[src/rtl/fold_seq_pkg.sv]
// -----------------------------------------------------------------------------
// fold_seq_pkg
// Shared types and constants for the XOR-fold sequencer.
//   FOLD_IN_W    width of one operand segment consumed per cycle
//   FOLD_OUT_W   width of the fold result / signature
//   fold_state_t sequencer states
// Configuration macro used by this slice: FOLD_SEQ_OVERLAP_EN (see fold_seq_ctrl).
// -----------------------------------------------------------------------------
package fold_seq_pkg;

    localparam int FOLD_IN_W  = 16;
    localparam int FOLD_OUT_W = 8;

    typedef enum logic [1:0] {
        IDLE = 2'd0,
        RUN  = 2'd1,
        DONE = 2'd2
    } fold_state_t;

endpackage

[src/rtl/fold16_to_8.sv]
// -----------------------------------------------------------------------------
// fold16_to_8
// Combinational 16->8 XOR fold: z = v[7:0] ^ v[15:8].
// Ports:
//   v  in   16  segment to fold
//   z  out  8   folded byte
// -----------------------------------------------------------------------------
module fold16_to_8
    import fold_seq_pkg::*;
(
    input  logic [FOLD_IN_W-1:0]  v,
    output logic [FOLD_OUT_W-1:0] z
);

    assign z = v[FOLD_OUT_W-1:0] ^ v[FOLD_IN_W-1:FOLD_OUT_W];

endmodule

[src/rtl/fold_seq_ctrl.sv]
// -----------------------------------------------------------------------------
// fold_seq_ctrl
// Reduces two IN_W-bit operands to 8-bit XOR-fold signatures, one 16-bit
// segment per cycle through a shared fold lane per operand.
// Ports:
//   clk        in   1     clock, rising edge
//   rst_n      in   1     asynchronous active-low reset
//   in_valid   in   1     in_a/in_b valid
//   in_ready   out  1     block can accept a word
//   in_a       in   IN_W  operand a
//   in_b       in   IN_W  operand b
//   out_valid  out  1     out_aa/out_bb valid
//   out_ready  in   1     consumer accepts result
//   out_aa     out  8     fold signature of a
//   out_bb     out  8     fold signature of b
//   busy       out  1     state != IDLE
// Parameters:
//   IN_W  operand width, multiple of 16 and >= 16
// Macro:
//   FOLD_SEQ_OVERLAP_EN  accept the next word in DONE while the result retires
//
// state | meaning
// IDLE  | waiting for a word, in_ready=1
// RUN   | folding one 16-bit segment per cycle
// DONE  | result presented, held until out_ready
// -----------------------------------------------------------------------------
module fold_seq_ctrl
    import fold_seq_pkg::*;
#(
    parameter int IN_W = 64
)
(
    input  logic                  clk,
    input  logic                  rst_n,
    input  logic                  in_valid,
    output logic                  in_ready,
    input  logic [IN_W-1:0]       in_a,
    input  logic [IN_W-1:0]       in_b,
    output logic                  out_valid,
    input  logic                  out_ready,
    output logic [FOLD_OUT_W-1:0] out_aa,
    output logic [FOLD_OUT_W-1:0] out_bb,
    output logic                  busy
);

    localparam int NUM_SEG = IN_W / FOLD_IN_W;
    localparam int SEG_W   = (NUM_SEG > 1) ? $clog2(NUM_SEG) : 1;
    localparam logic [SEG_W-1:0] LAST_SEG = SEG_W'(NUM_SEG - 1);

    if ((IN_W < FOLD_IN_W) || ((IN_W % FOLD_IN_W) != 0)) begin : g_bad_in_w
        $error("fold_seq_ctrl: IN_W=%0d must be a multiple of 16 and >= 16", IN_W);
    end

    fold_state_t           state;
    logic [SEG_W-1:0]      seg_cnt;
    logic [IN_W-1:0]       sh_a;
    logic [IN_W-1:0]       sh_b;
    logic [FOLD_OUT_W-1:0] acc_a;
    logic [FOLD_OUT_W-1:0] acc_b;
    logic [FOLD_OUT_W-1:0] fold_a;
    logic [FOLD_OUT_W-1:0] fold_b;
    logic [FOLD_OUT_W-1:0] acc_a_nxt;
    logic [FOLD_OUT_W-1:0] acc_b_nxt;

    fold16_to_8 u_fold_a (.v(sh_a[FOLD_IN_W-1:0]), .z(fold_a));
    fold16_to_8 u_fold_b (.v(sh_b[FOLD_IN_W-1:0]), .z(fold_b));

    assign acc_a_nxt = acc_a ^ fold_a;
    assign acc_b_nxt = acc_b ^ fold_b;

`ifdef FOLD_SEQ_OVERLAP_EN
    // In DONE the slot frees exactly when the result retires.
    assign in_ready = (state == IDLE) || ((state == DONE) && out_ready);
`else
    assign in_ready = (state == IDLE);
`endif

    assign busy = (state != IDLE);

    always_ff @(posedge clk or negedge rst_n) begin
        if (!rst_n) begin
            state     <= IDLE;
            seg_cnt   <= '0;
            sh_a      <= '0;
            sh_b      <= '0;
            acc_a     <= '0;
            acc_b     <= '0;
            out_valid <= 1'b0;
            out_aa    <= '0;
            out_bb    <= '0;
        end else begin
            case (state)
                IDLE: begin
                    if (in_valid) begin
                        sh_a    <= in_a;
                        sh_b    <= in_b;
                        acc_a   <= '0;
                        acc_b   <= '0;
                        seg_cnt <= '0;
                        state   <= RUN;
                    end
                end
                RUN: begin
                    acc_a <= acc_a_nxt;
                    acc_b <= acc_b_nxt;
                    sh_a  <= sh_a >> FOLD_IN_W;
                    sh_b  <= sh_b >> FOLD_IN_W;
                    if (seg_cnt == LAST_SEG) begin
                        // Present the final accumulation directly so the result
                        // is visible on the same edge that enters DONE.
                        out_aa    <= acc_a_nxt;
                        out_bb    <= acc_b_nxt;
                        out_valid <= 1'b1;
                        state     <= DONE;
                    end else begin
                        seg_cnt <= seg_cnt + 1'b1;
                    end
                end
                DONE: begin
                    if (out_ready) begin
                        out_valid <= 1'b0;
`ifdef FOLD_SEQ_OVERLAP_EN
                        if (in_valid) begin
                            sh_a    <= in_a;
                            sh_b    <= in_b;
                            acc_a   <= '0;
                            acc_b   <= '0;
                            seg_cnt <= '0;
                            state   <= RUN;
                        end else begin
                            state <= IDLE;
                        end
`else
                        state <= IDLE;
`endif
                    end
                end
                default: begin
                    state     <= IDLE;
                    out_valid <= 1'b0;
                end
            endcase
        end
    end

endmodule

[config.mk]
export PLATFORM = sky130hd
export DESIGN_NAME = fold_seq_ctrl
export DESIGN_NICKNAME = d
export VERILOG_FILES = /design/src/rtl/fold_seq_pkg.sv /design/src/rtl/fold16_to_8.sv /design/src/rtl/fold_seq_ctrl.sv
export SDC_FILE = /design/constraint.sdc
export NUM_CORES = 1
export LEC_CHECK = 0
export BUFFER_PORTS_ARGS = -buffer_cell sky130_fd_sc_hd__buf_4
export CORE_MARGIN = 4
export CORE_UTILIZATION = 30
export DETAILED_ROUTE_END_ITERATION = 8
export GPL_TIMING_DRIVEN = 0
export SLEW_MARGIN = 0
export SYNTH_ARGS = -nofsm -noshare
export SYNTH_HDL_FRONTEND = slang
export SYNTH_SLANG_ARGS = --single-unit
[constraint.sdc]
create_clock -name clk -period 3.34 [get_ports clk]
set_input_delay 0.167 -clock clk [delete_from_list [all_inputs] [get_ports clk]]
set_output_delay 0.167 -clock clk [all_outputs]
set_load 0.03 [all_outputs]
### Word level (Yosys, flattened, before mapping)

Cells that the tools add are included.

* register bits after elaboration: 165
* input port bits: 132
* output and inout port bits: 19
* word-level logic and storage cells: 47

* $add $sub $neg: 1
* equal/unequal tests: 7
* multiplexer cells: 17
* bitwise gates (word level): 5
* reduce and logical (&&, ||, !) cells: 8

Operators with widths (number)
* $pmux 64 s2: 2
* $mux 64: 2
* $pmux 8 s2: 2
* $xor 8x8->8: 4
* $mux 2: 5
* $reduce_and 3->1: 3
* $mux 8: 1
* $ne 2x2->1 const B: 4
* $pmux 2 s3: 1
* $eq 2x2->1 const B: 2
* $pmux 2 s2: 1
* $reduce_and 2->1: 2
* $reduce_bool 2->1: 2
* $pmux 1 s3: 1
* $add 2x1->2 const B: 1
* $eq 2x1->1 const B: 1
* $logic_not 2->1: 1
* $mux 1: 2
* $not 1->1: 1

### Depth between registers and ports, before layout

Gate-level depths: netlist of run 1.

* depth after elaboration: 3
* depth in mapped cells: 7
* depth with buffers taken out: 4

### By module

Synthesis of run 1 repeated with hierarchy kept, for this count alone.

* cells, all modules: 708
* area total of the unflattened synthesis: 7223.2 µm²

Modules (own cells, without submodules)
* fold_seq_ctrl: instances 1, cells an instance 692, area an instance 7083.0 µm², seq. area each 4129.0 µm²
* fold16_to_8: instances 2, cells an instance 8, area an instance 70.1 µm², seq. area each 0.0 µm²

### Least setup slack after synthesis of run 1

No wires, ideal clock.

* path type: register to output
* start: register state[0]
* end: output port busy
* arrival: 1257 ps
* required time: 3173 ps
* slack: 1916 ps
* stages on the path, launching flop included: 4
* path buffers: 1
* cell sequence: dfrtp_1 -> buf_4 -> nor2_1 -> inv_1

* longest elaborated chain between the ends: 1

Ends and longest elaborated chain
* from (decl): line fold_seq_ctrl.sv:54 `fold_state_t state;`
* from (signal assigned): line fold_seq_ctrl.sv:82 `state <= IDLE;`
* from (signal assigned): line fold_seq_ctrl.sv:100 `state <= RUN;`
* from (signal assigned): line fold_seq_ctrl.sv:114 `state <= DONE;`
* $reduce_bool 2->1: line fold_seq_ctrl.sv:78 `assign busy = (state != IDLE);`
* to (decl): line fold_seq_ctrl.sv:43 `output logic busy`

No other way between the ends.

### Worst setup path after layout of run 1

* start: register state[1]
* end: register sh_a[0]

* longest elaborated chain between the ends: 3
* elaborated cells between the ends (all ways): 6
* classes of those cells: eq/ne: 2; mux: 1; reduce/logical: 3

Ends and longest elaborated chain
* $eq 2x1->1 / $logic_not 2->1 (equally long branches): line fold_seq_ctrl.sv:92 `case (state)`
* $reduce_bool 2->1 (no line) / $ne 2x2->1 (equally long branches)
* $reduce_and 2->1 (no line)
* to (signal assigned): line fold_seq_ctrl.sv:95 `sh_a <= in_a;`
* to (signal assigned): line fold_seq_ctrl.sv:106 `sh_a <= sh_a >> FOLD_IN_W;`
* to (decl): line fold_seq_ctrl.sv:56 `logic [IN_W-1:0] sh_a;`

Parallel ways exist; a longest one is shown, timed or not.
A chain may end at the register's enable or synchronous reset.

==> out/metrics.csv, run 1 <==
metric;value;unit
GRT overflow;0;
wire per inst;15.1;um
slowest stage cell, crit path;clkbuf_1;
Synth Area per Inst;9.38;sq um
Placement Setup Slack;1.63;ns
Pwr per Cell Area;1000;nW/um^2
Via-to-Cell Ratio;4.53;
GRT Total Usage;0.156;
largest net degree at the start of global routing;89;
vias;6085;
CP dominant cell by count;buf_4;
startpoint types;flip-flop;
worst vdd ir;0.336;mV
Area growth syn-to-layout;39.2;%
Top-Level Pins;151;
critical-path maximum fanout;10;
sequential area share after synthesis;0.570;
Initial Util;0.307;
first-pass GRT wire length;32500;um
CTS sink count;165;
Final Hold Slack;0.0165;ns
ant diodes;0;
Seq cells post-synth;165;
RSZ-0062 raised after global routing;false;
Setup crit end kind;flip-flop;
CTS tree;built;
Top delay family on crit path;buffers and inverters;
endpoints failing setup;0;
Max clock buf depth;2;
Chip Height;163;um
vias in the first global route;6222;
Antenna Nets Post-Route;0;
initial antenna violation count;0;
crit path buf inv count;3;
crit-path cells;buf_4, nand2b_1, buf_4, clkbuf_1, nand2_1, a31oi_1;
Ys Warns;0;
post_cts resized;0;
DP HPWL;15500;um
Core Region;23600;sq um
share of layout cells above drive strength 1;0.223;
Final Max Tran Viols;0;
Leakage Power;0.00470;uW
Worst Clk Skew;0.00781;ns
post-route clock period utilization;0.511;
status;finished, final reports clean;
max cap viols;0;
post-synthesis cell count;772;
DR DRC count;0;
fillers;2357;
setup TNS after final layout;0;ns
Synthesized Nets;905;
Rows;56;
H-Tree Depth;4;
port bufs;150;
fmax;586;MHz
Slew @ Worst Pin;0.616;ns
HP Class;primary input to flip-flop;
CTS buffer count;17;
Inst Count DP;1242;
Total Wirelength;20200;um
Clk pin slew, worst setup/hold paths;0.06;ns
crit-path max cell delay;0.49;ns
RePlAce Congestion;0.794;
Root Buffer;clkbuf_16;
CP required;3.68;ns
first-pass detailed-route iteration total;5;
Yosys cell types;23;
final worst path period need;1.71;ns
Worst Path Arrival;2.04;ns
fin cells;1343;
final hold violations;0;
Crit Path Class;flip-flop to flip-flop;
fin nets;1145;
Worst slew margin;0.590;
DR iter-0 viols;383;
Worst-Skew Late Latency;0.42;ns
Die Footprint;26700;sq um
Worst Slack Setup Final;1.63;ns
die width;163;um
post-synthesis cell area;7240;sq um
-- cells in the final DEF, fill, tap and decap left out, types with 17 or more instances in the layout --
cell type	count
a22o_1	49
a31oi_1	96
buf_2	36
buf_4	158
clkbuf_16	17
dfrtp_1	165
dlygate4sd3_1	70
nand2_1	209
nor2_1	115
o21ai_0	34
-- metrics by stage --
stage | utilization | total power, uW | cell area (sq um)
2_1_floorplan | - | 6810 | 7240
3_3_place_gp | 0.371 | 8120 | 8770
3_5_place_dp | 0.373 | 8240 | 8800
4_1_cts | 0.426 | 10200 | 10100
5_1_grt | 0.427 | 11000 | 10100
6_report | 0.427 | 10100 | 10100
-- path summary, 6_finish.rpt --
path / from / endpoint / slack [ns] / depth (start not counted)
min in group asynchronous: rst_n / sh_b[51] / 0.29 / 2
max reg2reg: state[1] / sh_a[0] / 1.63 / 6
max: state[1] / sh_a[0] / 1.63 / 6
min reg2reg: out_bb[0] / out_bb[0] / 0.48 / 2
min: in_a[12] / sh_a[12] / 0.02 / 3
max in group asynchronous: rst_n / sh_a[8] / 2.20 / 3
-- power breakdown --
part	internal, uW	switching (uW)	total [uW]
combinational	1900	2720	4620
sequential	2980	595	3580
clock	1150	773	1930
total	6030	4090	10100
-- kinds of logic after synthesis --
| group | Yosys count | synth area share |
|---|---|---|
| buf+inv | 61 | 0.0446 |
| flops | 165 | 0.570 |
| mux | 1 | 0.00156 |
| fa+ha+maj | 1 | 0.00173 |
| xor+xnor | 32 | 0.0387 |
| compound gates | 182 | 0.169 |
| simple gates | 330 | 0.174 |
-- final cells by class --
| cell class | instances | area, sq um | area share |
|---|---|---|---|
| plain buffers | 59 | 315 | 0.0313 |
| inverters | 2 | 7.51 | 0.000745 |
| clock inverters | 8 | 98.8 | 0.00981 |
| clock buffers | 23 | 478 | 0.0474 |
| multi-input cells | 546 | 2790 | 0.277 |
| repair buffers | 221 | 1860 | 0.185 |
| flip-flops and latches | 165 | 4130 | 0.410 |
| well taps | 319 | 399 | 0.0396 |
-- routing by layer --
| metal | vias up | routed length, um | GRT usage |
|---|---|---|---|
| li1 | 3114 | - | - |
| met1 | 2821 | 9420 | 0.208 |
| met2 | 120 | 9690 | 0.254 |
| met3 | 30 | 630 | 0.0257 |
| met4 | 0 | 483 | 0.0606 |
| met5 | - | 0 | 0 |
-- worst reg2reg max path, delay by kind of cell, from the launching register on --
family / cells / cell delay [ns]
and+or+nand+nor: 2 / 0.25
AOI/OAI and AO/OA: 1 / 0.18
DFF: 1 / 0.32
buffers and inverters: 3 / 0.86
-- synthesized netlist by cell type (all sizes together) --
cell type	count	area share
o21ba	1	0.0014
xor2	16	0.019
o21bai	1	0.0010
buf	47	0.037
a22o	49	0.059
nor2b	1	0.00086
inv	2	0.0010
nand2b	2	0.0017
nand2	209	0.11
ha	1	0.0017
mux2	1	0.0016
a31oi	96	0.083
a21oi	1	0.00069
nand3b	1	0.0010
o21ai	34	0.024
nor3b	2	0.0028
nor2	115	0.060
clkbuf	12	0.0062
xnor2	16	0.019
dfrtp	165	0.57
-- state kept, by name, summed over array words and instances (netlist names) --
| signal | cells |
|---|---|
| state | 2 |
| acc_b | 8 |
| acc_a | 8 |
| out_aa | 8 |
| sh_a | 64 |
| sh_b | 64 |
| seg_cnt | 2 |
| out_bb | 8 |
| out_valid | 1 |
-- timing repair --
item / CTS / global route
endpoints found under the hold margin: 146 / 1
buffers inserted: 0 / 0
hold buffers: 69 / 1
Power figures use the tool's default switching activity.
==> run 2: changes to the inputs <==
- clock period: 3.34 -> 1.8 ns (I/O delays scaled with it)
==> run 2 against run 1 <==
  * Combinational power rose by 89%
  * Highest routed layer unchanged
  * First-iteration DRC count rose by 3.9%
  * Largest cell class unchanged
  * Die area did not move
  * Critical path depth rose by 1
  * Non-clock buffer count rose by 60
  * Wire length rose by 6.8%
  * Worst setup slack got worse by 1.5 ns
  * Sequential share of layout area fell by 2.3 points
  * Cell count rose by 4.5%
  * Clock skew rose by 0.0017 ns
  * Via count rose by 5.3%
  * Register-to-register slack got worse by 1.5 ns
==> out/metrics.csv, run 2 (same netlist as run 1, synthesis figures left out) <==
metric;value;unit;change
sequential power share;0.351;;-0.003
fmax;601;MHz;+2.6%
Clk pin slew, worst setup/hold paths;0.06;ns;about the same
Setup crit end kind;flip-flop;;
Int Pwr;11300;uW;+87%
first-pass detailed-route iteration total;6;;+1
clock network power share;0.188;;-0.002
Regs by FF count;sh_a: 64 flops, sh_b: 64 flops;;
Final Max Tran Viols;0;;unchanged
commonest non-fill, non-tap cells in the layout;nand2_1 (209), dfrtp_1 (165), buf_4 (158);;
vias;6407;;+5.3%
Core Region;23600;sq um;unchanged
Worst-Skew Late Latency;0.42;ns;about the same
Worst Clk Skew;0.00955;ns;+0.00175 ns
Psw;7640;uW;+87%
RePlAce Congestion;0.794;;unchanged
DR iter-0 viols;398;;+3.9%
first-pass GRT wire length;34700;um;+6.9%
port bufs;150;;unchanged
Worst slew margin;0.589;;about the same
wire per inst;15.4;um;+2.3%
CTS sink count;165;;unchanged
worst vdd ir;0.614;mV;+83%
Crit Path Class;flip-flop to flip-flop;;
post-route clock period utilization;0.924;;+0.413
DP HPWL;15500;um;unchanged
vias in the first global route;6706;;+7.8%
CTS buffer count;17;;unchanged
CP required;2.13;ns;-1.55 ns
ant diodes;0;;unchanged
Rows;56;;unchanged
Initial Util;0.307;;unchanged
Total Power;18900;uW;+87%
Die Footprint;26700;sq um;unchanged
Area growth syn-to-layout;47.6;%;
largest net degree at the start of global routing;89;;unchanged
post-route cell area;10700;sq um;+6.1%
Antenna Nets Post-Route;0;;unchanged
Top-Level Pins;151;;unchanged
Total Wirelength;21600;um;+6.8%
Leakage Power;0.00496;uW;+5.5%
commonest non-fill, non-tap cell in the layout;nand2_1;;
HP Class;primary input to flip-flop;;
share of layout cells above drive strength 1;0.211;;-0.0114
status;finished, final reports clean;;
Final Hold Slack;0.222;ns;+0.205 ns
Slew @ Worst Pin;0.616;ns;+0.000436 ns
max cap viols;0;;unchanged
Sw Share;0.403;;-0.000926
Chip Height;163;um;unchanged
Root Buffer;clkbuf_16;;
endpoints failing setup;0;;unchanged
fillers;2273;;-3.6%
die width;163;um;unchanged
Logic pwr share;0.461;;+0.005
final hold violations;0;;unchanged
DP Area;8800;sq um;unchanged
H-Tree Depth;4;;unchanged
fin nets;1205;;+5.2%
startpoint types;flip-flop;;
GRT Total Usage;0.166;;+0.0107
DR DRC count;0;;unchanged
CTS tree;built;;
setup TNS after final layout;0;ns;unchanged
RSZ-0062 raised after global routing;false;;
final worst path period need;1.66;ns;-0.0429 ns
initial antenna violation count;0;;unchanged
Max clock buf depth;2;;unchanged
GRT overflow;0;;unchanged
critical-path maximum fanout;10;;unchanged
Via-to-Cell Ratio;4.57;;+0.79%
Worst Path Arrival;2.00;ns;-0.04 ns
Pwr per Cell Area;1770;nW/um^2;+76%
-- run 2: changes by cell type in the layout (fill, tap and decap cells not counted), sizes merged --
cell / delta
buf: -4
clkbuf: +4
dlygate4sd3: +60
-- run 2: power groups by stage --
stage / Sequential [uW] / Combinational [uW] / Clock (uW)
floorplan: 6710 / 5920 / 0
global placement: 6660 / 8400 / 0
detailed placement: 6720 / 8580 / 0
CTS: 6660 / 8820 / 3650
global route: 6880 / 9800 / 3830
finish: 6650 / 8730 / 3570
-- run 2: final timing paths --
kind	slack (ns)	endpoint	depth (start not counted)	from
setup / recovery	0.14	sh_a[36]	7	state[1]
hold / removal	0.22	sh_a[48]	3	in_valid
setup reg to reg	0.14	sh_a[36]	7	state[1]
hold reg to reg	0.48	out_aa[3]	2	out_aa[3]
max in group asynchronous	0.71	sh_a[8]	3	rst_n
min in group asynchronous	0.23	sh_b[51]	2	rst_n
-- run 2: worst max-delay path, cell delays in order, from the launching register on --
cell and delay (ns):
dfrtp_1 0.32, buf_4 0.15, nand2b_1 0.13, buf_4 0.23, buf_4 0.21, buf_2 0.25, nand2_1 0.09, a31oi_1 0.19
-- run 2: metrics by stage --
step | setup slack (ns) | instances | utilization
floorplan | 0.410 | 772 | -
finish | 0.136 | 1403 | 0.453
global route | 0.0286 | 1403 | 0.453
global placement | -0.306 | 1241 | 0.371
CTS | 0.0660 | 1403 | 0.452
detailed placement | 0.0891 | 1242 | 0.373
-- run 2: layer usage --
metal | up-vias | GRT usage | routed length, um
met5 | - | 0 | 0
met4 | 0 | 0.0827 | 817
met3 | 49 | 0.0270 | 738
met2 | 162 | 0.272 | 10300
met1 | 2955 | 0.214 | 9720
li1 | 3241 | - | -
-- run 2: final cells by class --
| cell class | instances | area (sq um) | share of cell area |
|---|---|---|---|
| Clock buffer | 23 | 478 | 0.0447 |
| Tap cell | 319 | 399 | 0.0373 |
| Buffer | 59 | 327 | 0.0305 |
| Inverter | 2 | 7.51 | 0.000702 |
| Multi-Input combinational cell | 546 | 2790 | 0.261 |
| Clock inverter | 8 | 98.8 | 0.00925 |
| Timing Repair Buffer | 281 | 2460 | 0.230 |
| Sequential cell | 165 | 4130 | 0.386 |
-- run 2: repair_timing --
action	4_1_cts	5_1_grt
hold buffers	130	0
hold endpoints to repair	207	0
gates resized for setup	0	6
setup endpoints to repair	0	27
buffers inserted	0	0
==> run 3: changes to the inputs <==
- SYNTH_HIERARCHICAL: default -> 1
==> run 3 against run 2 <==
  * Critical path depth decreased by 3
  * Clock power is 4% higher
  * Clock-buffer cell count down 1
  * Die area is 0.23% lower
  * Register-to-register slack better by 0.02 ns
  * Clock skew shrank 0.0015 ns
  * Utilization shrank 0.59 points
  * Synthesized cell count shrank 8.3%
  * Critical endpoint is now busy
  * Wire length increased by 5.4%
  * Maximum frequency down 0.36%
==> out/metrics.csv, run 3 <==
metric;value;unit;change
status;finished, final reports clean;;
DP HPWL;16100;um;+4.0%
Max clock buf depth;2;;unchanged
met3 Use GR;0.0348;;+0.00782
CTS sink count;165;;unchanged
Root Buffer;clkbuf_16;;
Die Footprint;26600;sq um;-0.23%
area of the multi-input gates;2760;sq um;-0.90%
final worst path period need;1.67;ns;+0.00596 ns
Top-Level Pins;151;;unchanged
Slew @ Worst Pin;0.641;ns;+0.0251 ns
Via-to-Cell Ratio;4.91;;+7.6%
max cap viols;0;;unchanged
DR DRC count;0;;unchanged
Total Power;18300;uW;-3.6%
HP Class;primary input to flip-flop;;
die width;163;um;-0.11%
Int Pwr;11100;uW;-1.9%
main area contributors after synthesis;dfrtp_1 (57%), o22ai_1 (11%), a21oi_1 (6.6%);;
first-pass GRT wire length;36300;um;+4.6%
Chip Height;163;um;-0.11%
sequential power share;0.372;;+0.021
Pwr per Cell Area;1730;nW/um^2;-2.3%
area leader, netlist;dfrtp_1;;
startpoint types;flip-flop;;
setup slack, reg-to-reg;0.16;ns;+0.02 ns
Crit Path Class;flip-flop to output pin;;
share of the synthesized area in the top cell type;0.572;;+0.00138
Rows;56;;unchanged
RSZ-0062 raised after global routing;false;;
sequential cell area;4130;sq um;unchanged
Worst Path Arrival;1.58;ns;-0.42 ns
crit path buf inv count;3;;-1
commonest non-fill, non-tap cells in the layout;dfrtp_1 (165), buf_4 (158), o22ai_1 (124);;
vias;6515;;+1.7%
sequential area share after synthesis;0.572;;+0.00138
Leakage Power;0.00463;uW;-6.7%
Final Hold Slack;0.000690;ns;-0.221 ns
Initial Util;0.306;;-0.000742
most common cell in the synthesized netlist;dfrtp_1;;
initial antenna violation count;0;;unchanged
Top delay family on crit path;buffers and inverters;;
GRT overflow;0;;unchanged
Area growth syn-to-layout;46.1;%;
Seq cells post-synth;165;;unchanged
endpoints failing setup;0;;unchanged
crit-path cells;buf_6, nor2_1, inv_1, buf_4;;
Total Wirelength;22800;um;+5.4%
GRT busiest layer;met2;;
post-synthesis cell area;7220;sq um;-0.24%
prevailing post-synth register cell;dfrtp_1;;
Regs by FF count;sh_a: 64 flops, sh_b: 64 flops;;
wire per inst;17.2;um;+12%
Post-synth EDFFs;0;;unchanged
final hold violations;0;;unchanged
DP Area;8780;sq um;-0.20%
Logic pwr share;0.426;;-0.035
post-route clock period utilization;0.928;;+0.00331
critical-path maximum fanout;10;;unchanged
Final Max Tran Viols;0;;unchanged
largest net degree at the start of global routing;122;;+37%
Setup Buffers After CTS;0;;unchanged
Antenna Nets Post-Route;0;;unchanged
Clk pin slew, worst setup/hold paths;0.06;ns;about the same
worst vdd ir;0.613;mV;-0.18%
clock network power share;0.203;;+0.015
GR Layer Usage met1;0.238;;+0.0236
H-Tree Depth;4;;unchanged
Yosys cell types;31;;+35%
slowest stage cell, crit path;dfrtp_1;;
GRT Total Usage;0.173;;+0.00653
ys async rst share;1.00;;unchanged
met2 GRT Util;0.275;;+0.00283
fmax;599;MHz;-0.36%
port bufs;150;;unchanged
crit-path max cell delay;0.41;ns;+0.09 ns
ant diodes;0;;unchanged
Worst-Skew Late Latency;0.42;ns;about the same
Synth Area per Inst;10.2;sq um;+8.8%
fin nets;1127;;-6.5%
fillers;2244;;-1.3%
post-synthesis cell count;708;;-8.3%
DR iter-0 viols;406;;+2.0%
post-route cell area;10600;sq um;-1.3%
Synthesized Nets;841;;-7.1%
CP required;1.71;ns;-0.42 ns
Setup crit end kind;output pin;;
Worst Clk Skew;0.00800;ns;-0.00155 ns
CTS tree;built;;
Sw Share;0.393;;-0.0100
Synth top cells by count;dfrtp_1 (165), o22ai_1 (124), a21oi_1 (95);;
RePlAce Congestion;0.822;;+3.5%
first-pass detailed-route iteration total;5;;-1
Psw;7180;uW;-6.0%
commonest non-fill, non-tap cell in the layout;dfrtp_1;;
vias in the first global route;6705;;-0.015%
Ys Warns;6;;+6
share of layout cells above drive strength 1;0.228;;+0.0171
Post-Route Utilization;0.447;;-0.00588
Core Region;23600;sq um;unchanged
CTS buffer count;17;;unchanged
Worst slew margin;0.573;;-0.0167
==> run 3: cell types whose count changed after synthesis, sizes merged, moves of 3 or more <==
cell and delta:
nor2 -36, nand2 -170, clkbuf +7, a22o -21, a31oi -96, buf -4
o22ai +124, a21oi +94, inv +3, mux2i +14, o21ai +7, nand3b +4
o221a +4
==> run 3: worst min-delay path: stages <==
cell,delay (ns)
buf_4,0.09
o22ai_1,0.06
a21oi_1,0.14
==> run 3: layout make-up <==
class	count	area share
Clock inverter	10	0.0115
Clock buffer	22	0.0459
Multi-Input combinational cell	476	0.262
Buffer	62	0.0296
Tap cell	319	0.0378
Sequential cell	165	0.391
Timing Repair Buffer	267	0.220
Inverter	5	0.00178
==> run 3: final timing paths <==
check,start,endpoint,depth (start not counted)
worst max-delay path,state[1],busy,4
worst min-delay path,in_b[29],sh_b[29],3
worst max register to register,state[0],sh_a[44],5
worst min register to register,out_bb[3],out_bb[3],2
max in group asynchronous,rst_n,sh_b[45],3
min in group asynchronous,rst_n,sh_a[48],2
==> run 3: what timing repair did <==
action / 4_1_cts / 5_1_grt
endpoints found under the setup margin: 0 / 1
hold buffers: 116 / 0
gates resized for setup: 0 / 2
endpoints found under the hold margin: 160 / 0
==> run 3: stage by stage <==
stage	setup TNS [ns]	instances	worst slack [ns]
after floorplan	0	708	0.312
after global placement	-56.49	1177	-0.356
after detailed placement	0	1178	0.166
after CTS	0	1326	0.125
after global routing	0	1326	0.0129
final	0	1326	0.130
==> run 3: power groups by stage <==
stage	registers, uW	logic (uW)	clock network (uW)
detailed placement	6840	7580	0
CTS	6780	7820	3760
global route	7000	8700	3910
global placement	6780	7440	0
finish	6790	7780	3700
floorplan	6720	5240	0
==> run 3: cell families after synthesis <==
| kind of cell | share of synthesized area |
|---|---|
| simple gates | 0.0740 |
| fa+ha+maj | 0.00173 |
| xor+xnor | 0.0388 |
| flops | 0.572 |
| mux | 0.0194 |
| buf+inv | 0.0457 |
| compound gates | 0.249 |
==> run 3: per-layer routing <==
metal	vias to the layer above	part of all wire
met5	-	0
met1	3113	0.46
li1	3176	-
met4	0	0.022
met3	33	0.048
met2	193	0.47
